==> config.mk <==
export PLATFORM = sky130hd
export DESIGN_NAME = apb_master_bridge
export DESIGN_NICKNAME = d
export VERILOG_FILES = /design/src/rtl/apb_master_bridge.sv
export SDC_FILE = /design/constraint.sdc
export NUM_CORES = 1
export LEC_CHECK = 0
export CORE_AREA = 2 2 116 95
export DETAILED_ROUTE_END_ITERATION = 10
export DIE_AREA = 0 0 118 97
export PLACE_DENSITY_LB_ADDON = 0.25
export SKIP_CTS_REPAIR_TIMING = 1
export SYNTH_ARGS = -nofsm -noshare
export SYNTH_HDL_FRONTEND = slang
export SYNTH_SLANG_ARGS = --single-unit
==> constraint.sdc <==
create_clock -name pclk -period 3.72 [get_ports pclk]
set_clock_uncertainty 0.15 [all_clocks]
set_input_delay 0.558 -clock pclk [delete_from_list [all_inputs] [get_ports pclk]]
set_output_delay 0.558 -clock pclk [all_outputs]
set_load 0.05 [all_outputs]
==> src/rtl/apb_master_bridge.sv <==
// APB requester: turns a valid/ready command into an APB SETUP+ACCESS transfer and a one-cycle response pulse.
// Latency: accept at edge N, response pulse after edge N+2 with zero wait states; one transfer per 2 cycles back-to-back.
// Backpressure: cmd_ready only in IDLE or on the completing/aborting ACCESS cycle; rsp_valid has no backpressure.
module apb_master_bridge #(
    parameter int ADDR_WIDTH = 10,
    parameter int DATA_WIDTH = 32,
    parameter int TIMEOUT    = 16
) (
    input  logic                  pclk,
    input  logic                  PRESET,
    input  logic                  cmd_valid,
    output logic                  cmd_ready,
    input  logic                  cmd_write,
    input  logic [ADDR_WIDTH-1:0] cmd_addr,
    input  logic [DATA_WIDTH-1:0] cmd_wdata,
    output logic                  rsp_valid,
    output logic [DATA_WIDTH-1:0] rsp_rdata,
    output logic                  rsp_err,
    output logic                  busy,
    output logic [ADDR_WIDTH-1:0] paddr,
    output logic                  pwrite,
    output logic                  psel,
    output logic                  penable,
    output logic [DATA_WIDTH-1:0] pwdata,
    input  logic [DATA_WIDTH-1:0] prdata,
    input  logic                  pready
);

    typedef enum logic [1:0] {
        ST_IDLE   = 2'd0,
        ST_SETUP  = 2'd1,
        ST_ACCESS = 2'd2
    } state_t;

    // A zero TIMEOUT still needs a legal (unused) counter width.
    localparam int CW = (TIMEOUT > 0) ? $clog2(TIMEOUT + 1) : 1;
    // Counter is cleared on the first ACCESS cycle, so the TIMEOUT-th cycle sees TIMEOUT-1.
    localparam logic [CW-1:0] CNT_LAST = (TIMEOUT > 0) ? CW'(TIMEOUT - 1) : '0;

    state_t                state_q, state_d;
    logic [CW-1:0]         cnt_q, cnt_d;
    logic [ADDR_WIDTH-1:0] paddr_q, paddr_d;
    logic                  pwrite_q, pwrite_d;
    logic [DATA_WIDTH-1:0] pwdata_q, pwdata_d;
    logic                  psel_q, psel_d;
    logic                  penable_q, penable_d;
    logic                  rsp_valid_q, rsp_valid_d;
    logic                  rsp_err_q, rsp_err_d;
    logic [DATA_WIDTH-1:0] rsp_rdata_q, rsp_rdata_d;

    logic timeout_fire;
    logic xfer_done;
    logic accept;

    // Completion / abort decode for the current ACCESS cycle, and the command handshake.
    always_comb begin
        timeout_fire = (TIMEOUT > 0) && (state_q == ST_ACCESS) && !pready && (cnt_q == CNT_LAST);
        xfer_done    = (state_q == ST_ACCESS) && (pready || timeout_fire);
        cmd_ready    = (state_q == ST_IDLE) || xfer_done;
        accept       = cmd_valid && cmd_ready;
        busy         = (state_q != ST_IDLE);
    end

    // State register; reset drops the bus immediately and discards any transfer in flight.
    always_ff @(posedge pclk or posedge PRESET) begin
        if (PRESET) begin
            state_q <= ST_IDLE;
        end else begin
            state_q <= state_d;
        end
    end

    // Next-state: SETUP always lasts one cycle; a finishing ACCESS chains straight into a new SETUP.
    always_comb begin
        state_d = state_q;
        case (state_q)
            ST_IDLE:   if (accept) state_d = ST_SETUP;
            ST_SETUP:  state_d = ST_ACCESS;
            ST_ACCESS: if (xfer_done) state_d = accept ? ST_SETUP : ST_IDLE;
            default:   state_d = ST_IDLE;
        endcase
    end

    // Output/datapath next values: bus controls follow the next state, response captured on completion.
    always_comb begin
        cnt_d       = cnt_q;
        paddr_d     = paddr_q;
        pwrite_d    = pwrite_q;
        pwdata_d    = pwdata_q;
        rsp_err_d   = rsp_err_q;
        rsp_rdata_d = rsp_rdata_q;
        rsp_valid_d = xfer_done;
        psel_d      = (state_d != ST_IDLE);
        penable_d   = (state_d == ST_ACCESS);

        if (state_q == ST_SETUP) begin
            cnt_d = '0;
        end else if ((state_q == ST_ACCESS) && !pready && (cnt_q != '1)) begin
            cnt_d = cnt_q + CW'(1);
        end

        if (accept) begin
            paddr_d  = cmd_addr;
            pwrite_d = cmd_write;
            pwdata_d = cmd_wdata;
        end

        if (xfer_done) begin
            rsp_err_d   = timeout_fire;
            rsp_rdata_d = (pready && !pwrite_q) ? prdata : '0;
        end
    end

    // Registered outputs and wait counter.
    always_ff @(posedge pclk or posedge PRESET) begin
        if (PRESET) begin
            cnt_q       <= '0;
            paddr_q     <= '0;
            pwrite_q    <= 1'b0;
            pwdata_q    <= '0;
            psel_q      <= 1'b0;
            penable_q   <= 1'b0;
            rsp_valid_q <= 1'b0;
            rsp_err_q   <= 1'b0;
            rsp_rdata_q <= '0;
        end else begin
            cnt_q       <= cnt_d;
            paddr_q     <= paddr_d;
            pwrite_q    <= pwrite_d;
            pwdata_q    <= pwdata_d;
            psel_q      <= psel_d;
            penable_q   <= penable_d;
            rsp_valid_q <= rsp_valid_d;
            rsp_err_q   <= rsp_err_d;
            rsp_rdata_q <= rsp_rdata_d;
        end
    end

    assign paddr     = paddr_q;
    assign pwrite    = pwrite_q;
    assign pwdata    = pwdata_q;
    assign psel      = psel_q;
    assign penable   = penable_q;
    assign rsp_valid = rsp_valid_q;
    assign rsp_err   = rsp_err_q;
    assign rsp_rdata = rsp_rdata_q;

endmodule

==> reports/qor.yml <==
drive_gt1_frac: 0.142
drt-pass1-iter-count: 4
yosysSeqAreaShare: 0.611
dieArea_sq_um: 11400
fp.dieH_um: 97
finalHoldViolCount: 0
place_area_sq_um: 5220
grt_max_degree: 46
ant_nets: 0
reg2reg_setup_slack_ns: 1.33
grt_pass1_wl_mm: 14.9
grt_pass1_vias: 2886
cts_buffer_depth: 2
synth.ff_latch_count: 86
min_period_ns: 3.01
rsz0062_at_grt: "no"
end_kind: "output pin"
area_delta_synth_final_pct: 57.6
cts_buffers: 9
min_from: "pwdata[25]$_DFFE_PP0P_"
die_w_um: 118
cts_root_buf: "clkbuf_16"
required_ns: 3.01
drt-initial-drc-count: 179
dpl_worst_slack_ns: 0.749
ios: 160
gp_congestion: 0.760
final_cells: 592
synth_nets: 374
htree_levels: 3
dp_hpwl_mm: 6.23
io_buffers: 159
cellLeakagePower_nw: 2.30
grtUsageTotal: 0.161
whs_path_depth: 1
worst_slew_pin_slew_ns: 1.07
start_util: 0.345
drt_wl_total_mm: 8.85
timing.fmax_ghz: 0.332
cts_tree: "done"
drc: 0
status: "complete, no violations"
diodes: 0
reg2regPathDepth: 7
fillCellCount: 916
synth.distinct_cells: 32
setup_violations: 0
fin_nets: 530
final_area_sq_um: 5550
slew_viol_final: 0
gr-total-overflow: 0
path_class: "reg -> out"
fin_crit_sh: 0.810
fin_ws_ns: 0.708
viasPerCell: 4.71
regArea_sq_um: 2150
ys_warn_count: 0
crit_path_start_kind: "flip-flop"
ir_drop_v: 0.000405
power_mw: 4.03
vias: 2788
syn_avg_cell_area_sq_um: 12.1
mostFrequentLayoutCells: "159 x clkdlybuf4s50_1, 86 x dfrtp_1, 66 x o21ai_0"
antenna_found_initial: 0
p_per_area_nw_per_um2: 725
clkSinkCount: 86
cp.arrival_ns: 2.30
rows: 33
clkTransAtPathRegs_ns: 0.06
hold_path_class: "reg -> reg"
placed_cells: 577
netlist_instances: 292
crit_fanout: 5
fin_hold_ws_ns: 0.332
worstReg2RegStart: "cnt_q[0]$_DFFE_PP0P_"
r2r_end: "pwdata[31]$_DFFE_PP0P_"
fin_util: 0.544
cap_violations: 0
hold_end: "pwdata[25]$_DFFE_PP0P_"
fin_setup_tns_ns: 0
synth_area_sq_um: 3520
clock_latency_ns: 0.33
final_common_cell: "clkdlybuf4s50_1"
multi_input_area_sq_um: 1230
relSlewSlack: 0.283
wl_per_cell_um: 14.9
core_area_sq_um: 10200
layer usage:
metal  up-vias  global-route usage  wire [um]
li1       1320                   -          -
met1      1350               0.206       3920
met2       107               0.252       4110
met3        11              0.0654        710
met4         0              0.0445        104
met5         -                   0          0
cell families (layout without fill, tap and decap cells):
group	after synthesis	in the layout	share of synthesized area
simple gates	55	55	0.0760
buf+inv	25	185	0.0415
flops	86	86	0.611
fa+ha+maj	3	3	0.0107
mux	43	43	0.137
compound gates	80	80	0.124
synthesized netlist by cell type:
master / count / area [sq um]
a21oi_1: 4 / 20.0
mux2_1: 10 / 113
o311ai_0: 2 / 17.5
mux2_2: 33 / 372
clkbuf_1: 10 / 37.5
nand2b_4: 1 / 13.8
nor4b_1: 2 / 17.5
nor2_4: 1 / 11.3
a21oi_4: 1 / 16.3
ha_1: 3 / 37.5
buf_4: 1 / 7.51
or2_1: 1 / 6.26
buf_6: 6 / 67.6
or3b_2: 1 / 8.76
a2bb2oi_1: 1 / 8.76
and3_1: 1 / 6.26
o21ai_0: 66 / 330
nor2b_1: 1 / 6.26
o21ai_1: 2 / 10.0
nand3_1: 2 / 10.0
dfrtp_1: 86 / 2150
o31a_2: 1 / 10.0
nand2b_1: 1 / 6.26
o211ai_1: 1 / 7.51
buf_2: 3 / 15.0
a21o_1: 2 / 15.0
inv_1: 5 / 18.8
nor2_1: 1 / 3.75
nand2_1: 39 / 146
and2b_2: 2 / 17.5
or4_1: 1 / 7.51
or2_2: 1 / 6.26
cell type report:
| cell class | count | share of cell area |
|---|---|---|
| Timing Repair Buffer | 165 | 0.295 |
| Inverter | 5 | 0.00361 |
| Sequential cell | 86 | 0.388 |
| Clock inverter | 4 | 0.0171 |
| Clock buffer | 11 | 0.0437 |
| Multi-Input combinational cell | 181 | 0.222 |
| Tap cell | 140 | 0.0315 |
power by group:
group | switching (mW) | internal [mW] | leakage [nW] | total [mW]
Sequential | 0.129 | 1.17 | 1.08 | 1.29
Combinational | 1.11 | 0.608 | 1.05 | 1.72
Clock | 0.344 | 0.670 | 0.166 | 1.01
registers in the layout, summed over array words and instances, names as in the netlist:
name / flops
pwdata: 32
rsp_rdata: 32
paddr: 10
cnt_q: 5
state_q: 2
penable: 1
psel: 1
pwrite: 1
rsp_err: 1
rsp_valid: 1
critical path: stages, from the launching register on:
cell             delay, ns
dfrtp_1               0.42
ha_1                  0.22
and3_1                0.19
ha_1                  0.24
o21ai_2               0.14
nand2_1               0.07
clkdlybuf4s50_1       0.70
how the worst max path moves through the flow:
stage | slack, ns | startpoint | to | depth (start not counted)
6_report | 0.71 | cnt_q[0]$_DFFE_PP0P_ | cmd_ready | 6
5_1_grt | 0.61 | cnt_q[0]$_DFFE_PP0P_ | cmd_ready | 6
4_1_cts | 0.68 | cnt_q[0]$_DFFE_PP0P_ | cmd_ready | 6
3_5_place_dp | 0.75 | pready | cmd_ready | 4
3_3_place_gp | 0.78 | pready | cmd_ready | 4
2_1_floorplan | 0.79 | PRESET | cnt_q[0]$_DFFE_PP0P_ | 1
(Power assumes the default switching activity.)
